==> config.mk <==
export PLATFORM = sky130hd
export DESIGN_NAME = nv_csa_tree_pipe
export DESIGN_NICKNAME = d
export VERILOG_FILES = /design/src/rtl/nv_csa_tree_pkg.sv /design/src/rtl/nv_csa_level.sv /design/src/rtl/nv_csa_tree_pipe.sv
export SDC_FILE = /design/constraint.sdc
export NUM_CORES = 1
export LEC_CHECK = 0
export CORE_MARGIN = 10
export CORE_UTILIZATION = 49
export DETAILED_ROUTE_END_ITERATION = 16
export PLACE_DENSITY = 0.82
export SYNTH_ARGS = -nofsm -noshare
export SYNTH_HDL_FRONTEND = slang
export SYNTH_SLANG_ARGS = --single-unit
==> constraint.sdc <==
create_clock -name nvdla_core_clk -period 1.9 [get_ports nvdla_core_clk]
set_clock_uncertainty 0.1 [all_clocks]
set_input_delay 0.19 -clock nvdla_core_clk [delete_from_list [all_inputs] [get_ports nvdla_core_clk]]
set_output_delay 0.19 -clock nvdla_core_clk [all_outputs]
set_load 0.1 [all_outputs]
==> src/rtl/nv_csa_tree_pkg.sv <==
// Shared helpers for the pipelined carry-save reduction tree: level/word/stage counts.
package nv_csa_tree_pkg;

  localparam int unsigned CSA_MIN_INPUTS = 2;
  localparam int unsigned CSA_MIN_WIDTH  = 2;

  // Words remaining after lvl 3:2 levels applied to n words.
  function automatic int unsigned csa_words_after(int unsigned n, int unsigned lvl);
    int unsigned w;
    w = n;
    for (int unsigned i = 0; i < lvl; i++) begin
      if (w > 2) w = w - w / 3;
    end
    return w;
  endfunction

  function automatic int unsigned csa_num_levels(int unsigned n);
    int unsigned w;
    int unsigned l;
    w = n;
    l = 0;
    while (w > 2) begin
      w = w - w / 3;
      l = l + 1;
    end
    return l;
  endfunction

  function automatic int unsigned csa_num_stages(int unsigned n, int unsigned lps);
    int unsigned l;
    l = csa_num_levels(n);
    return (l == 0) ? 1 : (l + lps - 1) / lps;
  endfunction

  // Total levels completed once stage s has been loaded.
  function automatic int unsigned csa_stage_last_level(int unsigned n, int unsigned lps,
                                                       int unsigned s);
    int unsigned l;
    l = csa_num_levels(n);
    return ((s + 1) * lps > l) ? l : (s + 1) * lps;
  endfunction

endpackage

==> src/rtl/nv_csa_level.sv <==
// One combinational 3:2 compression level: groups (3k,3k+1,3k+2) -> sum, carry; leftovers pass.
module nv_csa_level
  import nv_csa_tree_pkg::*;
#(
  parameter  int unsigned NUM_IN  = 3,
  parameter  int unsigned WIDTH   = 24,
  localparam int unsigned NUM_OUT = csa_words_after(NUM_IN, 1)
) (
  input  logic [NUM_IN*WIDTH-1:0]  words,
  output logic [NUM_OUT*WIDTH-1:0] reduced
);

  localparam int unsigned GROUPS = NUM_IN / 3;
  localparam int unsigned REM    = NUM_IN % 3;

  for (genvar g = 0; g < GROUPS; g++) begin : g_grp
    logic [WIDTH-1:0] a, b, c;
    logic [WIDTH-2:0] maj;
    assign a = words[(3*g)*WIDTH +: WIDTH];
    assign b = words[(3*g+1)*WIDTH +: WIDTH];
    assign c = words[(3*g+2)*WIDTH +: WIDTH];
    // Carry MSB falls off the word, so only the low WIDTH-1 majority bits matter.
    assign maj = (a[WIDTH-2:0] & b[WIDTH-2:0]) | (a[WIDTH-2:0] & c[WIDTH-2:0]) |
                 (b[WIDTH-2:0] & c[WIDTH-2:0]);
    assign reduced[(2*g)*WIDTH +: WIDTH]   = a ^ b ^ c;
    assign reduced[(2*g+1)*WIDTH +: WIDTH] = {maj, 1'b0};
  end

  for (genvar r = 0; r < REM; r++) begin : g_rem
    assign reduced[(2*GROUPS+r)*WIDTH +: WIDTH] = words[(3*GROUPS+r)*WIDTH +: WIDTH];
  end

endmodule

==> src/rtl/nv_csa_tree_pipe.sv <==
// Pipelined carry-save reduction tree with valid/ready flow control per stage.
// Define NV_CSA_TREE_FINAL_ADD_EN to append a carry-propagate stage (out0 = sum, out1 = 0).
module nv_csa_tree_pipe
  import nv_csa_tree_pkg::*;
#(
  parameter int unsigned NUM_INPUTS       = 5,
  parameter int unsigned WIDTH            = 24,
  parameter int unsigned LEVELS_PER_STAGE = 2
) (
  input  logic                        nvdla_core_clk,
  input  logic                        nvdla_core_rstn,
  input  logic                        in_pvld,
  output logic                        in_prdy,
  input  logic [NUM_INPUTS*WIDTH-1:0] in_pd,
  output logic                        out_pvld,
  input  logic                        out_prdy,
  output logic [WIDTH-1:0]            out0_pd,
  output logic [WIDTH-1:0]            out1_pd
);

  localparam int unsigned S = csa_num_stages(NUM_INPUTS, LEVELS_PER_STAGE);
`ifdef NV_CSA_TREE_FINAL_ADD_EN
  localparam int unsigned NSTG = S + 1;
`else
  localparam int unsigned NSTG = S;
`endif

  logic [NSTG-1:0] v;
  logic [NSTG-1:0] ld;
  logic [NSTG-1:0] up_v;

  // Load enables ripple back from the output: a stage loads if empty or its successor takes it.
  always_comb begin
    ld = '0;
    ld[NSTG-1] = ~v[NSTG-1] | out_prdy;
    for (int s = int'(NSTG) - 2; s >= 0; s--) begin
      ld[s] = ~v[s] | ld[s+1];
    end
  end

  assign up_v     = NSTG'({v, in_pvld});
  assign in_prdy  = ld[0];
  assign out_pvld = v[NSTG-1];

  always_ff @(posedge nvdla_core_clk or negedge nvdla_core_rstn) begin
    if (!nvdla_core_rstn) begin
      v <= '0;
    end else begin
      for (int s = 0; s < int'(NSTG); s++) begin
        if (ld[s]) v[s] <= up_v[s];
      end
    end
  end

  for (genvar s = 0; s < S; s++) begin : g_stg
    localparam int unsigned LV_LO = (s == 0) ? 0 :
        csa_stage_last_level(NUM_INPUTS, LEVELS_PER_STAGE, s - 1);
    localparam int unsigned LV_HI = csa_stage_last_level(NUM_INPUTS, LEVELS_PER_STAGE, s);
    localparam int unsigned NL    = LV_HI - LV_LO;
    localparam int unsigned NIN   = csa_words_after(NUM_INPUTS, LV_LO);
    localparam int unsigned NQ    = csa_words_after(NUM_INPUTS, LV_HI);

    logic [NIN*WIDTH-1:0] d_in;
    logic [NQ*WIDTH-1:0]  d_nxt;
    logic [NQ*WIDTH-1:0]  q;

    if (s == 0) begin : g_src_in
      assign d_in = in_pd;
    end else begin : g_src_stg
      assign d_in = g_stg[s-1].q;
    end

    if (NL == 0) begin : g_pass
      assign d_nxt = d_in;
    end else begin : g_chain
      for (genvar k = 0; k < NL; k++) begin : g_lv
        localparam int unsigned KI = csa_words_after(NUM_INPUTS, LV_LO + k);
        localparam int unsigned KO = csa_words_after(NUM_INPUTS, LV_LO + k + 1);
        logic [KI*WIDTH-1:0] a;
        logic [KO*WIDTH-1:0] y;
        if (k == 0) begin : g_first
          assign a = d_in;
        end else begin : g_next
          assign a = g_lv[k-1].y;
        end
        nv_csa_level #(.NUM_IN(KI), .WIDTH(WIDTH)) u_lvl (.words(a), .reduced(y));
      end
      assign d_nxt = g_lv[NL-1].y;
    end

    // Data only moves when real data arrives, so bubbles do not toggle the registers.
    always_ff @(posedge nvdla_core_clk or negedge nvdla_core_rstn) begin
      if (!nvdla_core_rstn) begin
        q <= '0;
      end else if (ld[s] && up_v[s]) begin
        q <= d_nxt;
      end
    end
  end

  logic [2*WIDTH-1:0] tree_q;
  assign tree_q = g_stg[S-1].q;

`ifdef NV_CSA_TREE_FINAL_ADD_EN
  logic [WIDTH-1:0] fsum;

  always_ff @(posedge nvdla_core_clk or negedge nvdla_core_rstn) begin
    if (!nvdla_core_rstn) begin
      fsum <= '0;
    end else if (ld[S] && up_v[S]) begin
      fsum <= tree_q[WIDTH-1:0] + tree_q[2*WIDTH-1:WIDTH];
    end
  end

  assign out0_pd = fsum;
  assign out1_pd = '0;
`else
  assign out0_pd = tree_q[WIDTH-1:0];
  assign out1_pd = tree_q[2*WIDTH-1:WIDTH];
`endif

endmodule
==> flow_summary.html, run 1 <==
<table>
<tr><th>Metric</th><th>Value</th></tr>
<tr><th colspan="2">Synth</th></tr>
<tr><td>Distinct cell type count after synthesis</td><td>19</td></tr>
<tr><td>Instance count of the mapped netlist</td><td>332</td></tr>
<tr><td>Mean area per synthesized cell</td><td>18.8 um^2</td></tr>
<tr><td>Yosys warning total</td><td>0</td></tr>
<tr><td>Synthesized netlist net count</td><td>525</td></tr>
<tr><td>Post-synthesis instance area</td><td>6230 um^2</td></tr>
<tr><td>Number of synthesized register bits</td><td>120</td></tr>
<tr><td>Portion of the post-synthesis area used by sequential elements</td><td>48.2%</td></tr>
<tr><th colspan="2">Timing</th></tr>
<tr><td>Number of max-slew violations in the final report</td><td>0</td></tr>
<tr><td>Min Hold Slack</td><td>0.165 ns</td></tr>
<tr><td>Post-layout min period</td><td>1.79 ns</td></tr>
<tr><td>Min setup slack post-route</td><td>0.108 ns</td></tr>
<tr><td>Summed negative setup slack over all endpoints</td><td>0 ns</td></tr>
<tr><td>Final critical-path share of the clock period</td><td>94.3%</td></tr>
<tr><td>RSZ-0062 raised after global routing</td><td>false</td></tr>
<tr><td>Number of endpoints failing setup at the final stage</td><td>0</td></tr>
<tr><td>Hold violation total from the final report</td><td>0</td></tr>
<tr><td>Highest Clock Rate</td><td>0.558 GHz</td></tr>
<tr><th colspan="2">Worst setup path</th></tr>
<tr><td>Delay of the slowest cell on the worst path</td><td>0.51 ns</td></tr>
<tr><td>Maximum fanout count along the critical path</td><td>1</td></tr>
<tr><td>Data arrival, critical path</td><td>1.98 ns</td></tr>
<tr><td>Type of the worst setup path</td><td>primary input to register</td></tr>
<tr><td>Slowest stage cell, crit path</td><td>sky130_fd_sc_hd__fa_1</td></tr>
<tr><td>CP Capture Type</td><td>register</td></tr>
<tr><td>Ordered list of cells on the worst path</td><td>clkdlybuf4s50_1 -&gt; fa_1 -&gt; xnor3_1 -&gt; xnor2_1 -&gt; mux2_4</td></tr>
<tr><td>Crit start category</td><td>primary input</td></tr>
<tr><td>Data required time of the worst path</td><td>2.09 ns</td></tr>
<tr><th colspan="2">Placement</th></tr>
<tr><td>HPWL after detailed placement</td><td>10600 um</td></tr>
<tr><td>Total placed cells including tap cells</td><td>683</td></tr>
<tr><td>Number of port buffers</td><td>172</td></tr>
<tr><td>GPL Wtd Cong</td><td>0.759</td></tr>
<tr><td>Standard cell area after detailed placement</td><td>8290 um^2</td></tr>
<tr><td>Pre-CTS setup slack</td><td>-0.325 ns</td></tr>
<tr><th colspan="2">Clock network</th></tr>
<tr><td>Post-CTS Repair Setup Buffers</td><td>0</td></tr>
<tr><td>Clk Latency, worst-skew pair</td><td>0.41 ns</td></tr>
<tr><td>H-tree level count</td><td>4</td></tr>
<tr><td>CTS tree</td><td>done</td></tr>
<tr><td>Number of sinks driven by the clock tree</td><td>120</td></tr>
<tr><td>CTS Root Cell</td><td>sky130_fd_sc_hd__clkbuf_16</td></tr>
<tr><td>Clock edge transition at the registers on the reported setup and hold paths</td><td>0.05 ns</td></tr>
<tr><td>Clock buffers created by TritonCTS</td><td>17</td></tr>
<tr><td>Quantity of gates resized following cts</td><td>0</td></tr>
<tr><td>Buffers from clock root to sink, at most</td><td>2</td></tr>
<tr><th colspan="2">Die</th></tr>
<tr><td>Full die area</td><td>17600 um^2</td></tr>
<tr><td>Die Wd</td><td>133 um</td></tr>
<tr><td>Cell row count</td><td>41</td></tr>
<tr><td>Chip Height</td><td>133 um</td></tr>
<tr><td>Starting density of the core</td><td>49.8%</td></tr>
<tr><td># IOs</td><td>174</td></tr>
<tr><td>Area inside the core boundary</td><td>12500 um^2</td></tr>
<tr><th colspan="2">Run</th></tr>
<tr><td>Max cap viols</td><td>0</td></tr>
<tr><th colspan="2">Global routing</th></tr>
<tr><td>Initial antenna violation count</td><td>0</td></tr>
<tr><td>Number of global-route vias before repair</td><td>4183</td></tr>
<tr><td>Wire length of the first global-routing pass</td><td>22800 um</td></tr>
<tr><td>Remaining global-route overflow</td><td>0</td></tr>
<tr><td>Global Route Usage Sum</td><td>16.6%</td></tr>
<tr><td>Maximum number of pins on one net before global-route repair</td><td>41</td></tr>
<tr><th colspan="2">Detailed routing</th></tr>
<tr><td># DRC</td><td>0</td></tr>
<tr><td>Routed length per instance</td><td>19.0 um</td></tr>
<tr><td>Total Routed Length</td><td>13600 um</td></tr>
<tr><td>Via-per-instance ratio</td><td>4.87</td></tr>
<tr><td>Routed Antenna Nets</td><td>0</td></tr>
<tr><td>DRC marker count from the first detailed-route iteration</td><td>132</td></tr>
<tr><td>Total number of vias</td><td>3485</td></tr>
<tr><td>First-pass iteration count of the detailed router</td><td>4</td></tr>
<tr><th colspan="2">Finish</th></tr>
<tr><td>Final #Nets</td><td>724</td></tr>
<tr><td>Antenna diode instance count</td><td>0</td></tr>
<tr><td>Layout Area Growth over Synthesis</td><td>42.1%</td></tr>
<tr><td>Final standard cell utilization of the core</td><td>70.7%</td></tr>
<tr><td>Number of standard cells in the final layout excluding fillers</td><td>715</td></tr>
<tr><td>Summed area of non-filler cells in the final layout</td><td>8850 um^2</td></tr>
<tr><td>Fill count</td><td>849</td></tr>
<tr><td>Fraction of layout cells with a size suffix above 1</td><td>40.3%</td></tr>
<tr><th colspan="2">Pwr</th></tr>
<tr><td>Switching Power</td><td>6.52 mW</td></tr>
<tr><td>Proportion of power drawn by the clock network</td><td>20.8%</td></tr>
<tr><td>Combinational share of power</td><td>50.5%</td></tr>
<tr><td>PnR Total Power</td><td>14.3 mW</td></tr>
<tr><td>Sequential share of power</td><td>28.7%</td></tr>
<tr><td>PD cells</td><td>1620 nW/um^2</td></tr>
<tr><td>Maximum ir drop on the vdd rail</td><td>1.41 mV</td></tr>
<tr><td>Leakage power total</td><td>4.04 nW</td></tr>
<tr><td>Net Sw Frac</td><td>45.5%</td></tr>
<tr><td>Internal power</td><td>7.81 mW</td></tr>
<tr><th colspan="2">Outcome</th></tr>
<tr><td>Result of the run</td><td>complete, no violations</td></tr>
<tr><th colspan="2">Worst hold path</th></tr>
<tr><td>Worst hold path class</td><td>primary input to asynchronous set/reset pin</td></tr>
</table>
## synthesized netlist by cell type
library cell | count | area share (%)
sky130_fd_sc_hd__xnor2_1 | 3 | 0.42
sky130_fd_sc_hd__buf_4 | 1 | 0.12
sky130_fd_sc_hd__buf_2 | 1 | 0.080
sky130_fd_sc_hd__nand2_8 | 1 | 0.32
sky130_fd_sc_hd__buf_6 | 1 | 0.18
sky130_fd_sc_hd__nand3b_4 | 1 | 0.32
sky130_fd_sc_hd__xnor3_1 | 1 | 0.36
sky130_fd_sc_hd__dfrtp_1 | 120 | 48
sky130_fd_sc_hd__ha_1 | 2 | 0.40
sky130_fd_sc_hd__nand2_2 | 1 | 0.10
sky130_fd_sc_hd__nand2b_2 | 1 | 0.14
sky130_fd_sc_hd__mux2_4 | 53 | 13
sky130_fd_sc_hd__buf_12 | 6 | 1.9
sky130_fd_sc_hd__fa_1 | 67 | 22
sky130_fd_sc_hd__buf_8 | 4 | 0.96
sky130_fd_sc_hd__nand2b_1 | 2 | 0.20
sky130_fd_sc_hd__mux2_2 | 65 | 12
sky130_fd_sc_hd__xor2_1 | 1 | 0.14
sky130_fd_sc_hd__conb_1 | 1 | 0.060
## power groups by stage
stage / Clock [mW] / Combinational, mW / Sequential, mW
2_1_floorplan: 0 / 1.94 / 7.66
3_3_place_gp: 0 / 7.16 / 4.13
3_5_place_dp: 0 / 7.30 / 4.15
4_1_cts: 3.05 / 7.33 / 4.13
5_1_grt: 3.17 / 7.58 / 4.25
6_report: 2.97 / 7.23 / 4.12
## critical path, delay by kind of cell
family	cells	cell delay [ns]
xor gates and xnor gates	2	0.58
buffers and inverters	1	0.43
muxes	1	0.28
adders and majority gates	1	0.51
## per-layer routing
layer | vias up | part of all wire (%) | GRT usage (%)
met5 | - | 0 | 0
met4 | 0 | 1.6 | 6.54
met3 | 17 | 6.7 | 6.47
met2 | 120 | 50 | 26.0
met1 | 1820 | 42 | 20.2
li1 | 1528 | - | -
## worst paths after layout
kind	depth (start not counted)	start	end	slack (ns)
min in group nvdla_core_clk	2	in_pd[112]	g_stg[0].q[64]$_DFFE_PN0P_	0.29
hold reg to reg	1	g_stg[1].q[7]$_DFFE_PN0P_	g_stg[1].q[7]$_DFFE_PN0P_	0.41
hold / removal	2	nvdla_core_rstn	g_stg[0].q[41]$_DFFE_PN0P_	0.17
max in group asynchronous	3	nvdla_core_rstn	v[1]$_DFFE_PN0P_	0.95
setup reg to reg	4	v[0]$_DFFE_PN0P_	g_stg[0].q[61]$_DFFE_PN0P_	0.34
setup / recovery	5	in_pd[22]	g_stg[0].q[23]$_DFFE_PN0P_	0.11
## logic make-up after synthesis
| logic type | synth area share (%) |
|---|---|
| buffers and inverters | 3.27 |
| flip-flops | 48.2 |
| other | 0.0602 |
| AND/OR/NAND/NOR | 1.08 |
| multiplexers | 24.5 |
| XOR/XNOR | 0.924 |
| adder cells (fa/ha/maj) | 21.9 |
## layout by cell type (no fill, tap or decap), types with 2 or more instances in the layout
master                            instances
sky130_fd_sc_hd__clkbuf_1                 5
sky130_fd_sc_hd__clkdlybuf4s50_1        122
sky130_fd_sc_hd__buf_12                   9
sky130_fd_sc_hd__buf_4                   61
sky130_fd_sc_hd__dfrtp_1                119
sky130_fd_sc_hd__clkbuf_8                 8
sky130_fd_sc_hd__fa_1                    67
sky130_fd_sc_hd__clkbuf_16               17
sky130_fd_sc_hd__nand2b_1                 2
sky130_fd_sc_hd__ha_1                     2
sky130_fd_sc_hd__mux2_4                 100
sky130_fd_sc_hd__xnor2_1                  3
sky130_fd_sc_hd__mux2_2                  18
## registers in the layout, indices dropped and copies added (netlist names)
signal	flops
v	2
g_stg.q	118
## what timing repair did
| item | in CTS | in global routing |
|---|---|---|
| hold buffers | 1 | 0 |
| hold endpoints to repair | 28 | 0 |
| setup endpoints to repair | 0 | 0 |
## cell type report
cell class / count / area [um^2] / area share (%)
Timing Repair Buffer: 193 / 1870 / 21.1
Multi-Input combinational cell: 199 / 3200 / 36.2
Tap cell: 172 / 215 / 2.43
Sequential cell: 120 / 3010 / 34.0
Clock buffer: 30 / 554 / 6.26
Clock inverter: 1 / 5.00 / 0.0565
Note: power is estimated with default switching activity, not from simulation.
==> run 2, diff against run 1 <==
- ABC_CLOCK_PERIOD_IN_PS: not set -> 1900
==> results of run 2 <==
The final DEF is identical to that of run 1; final timing and power are the same.
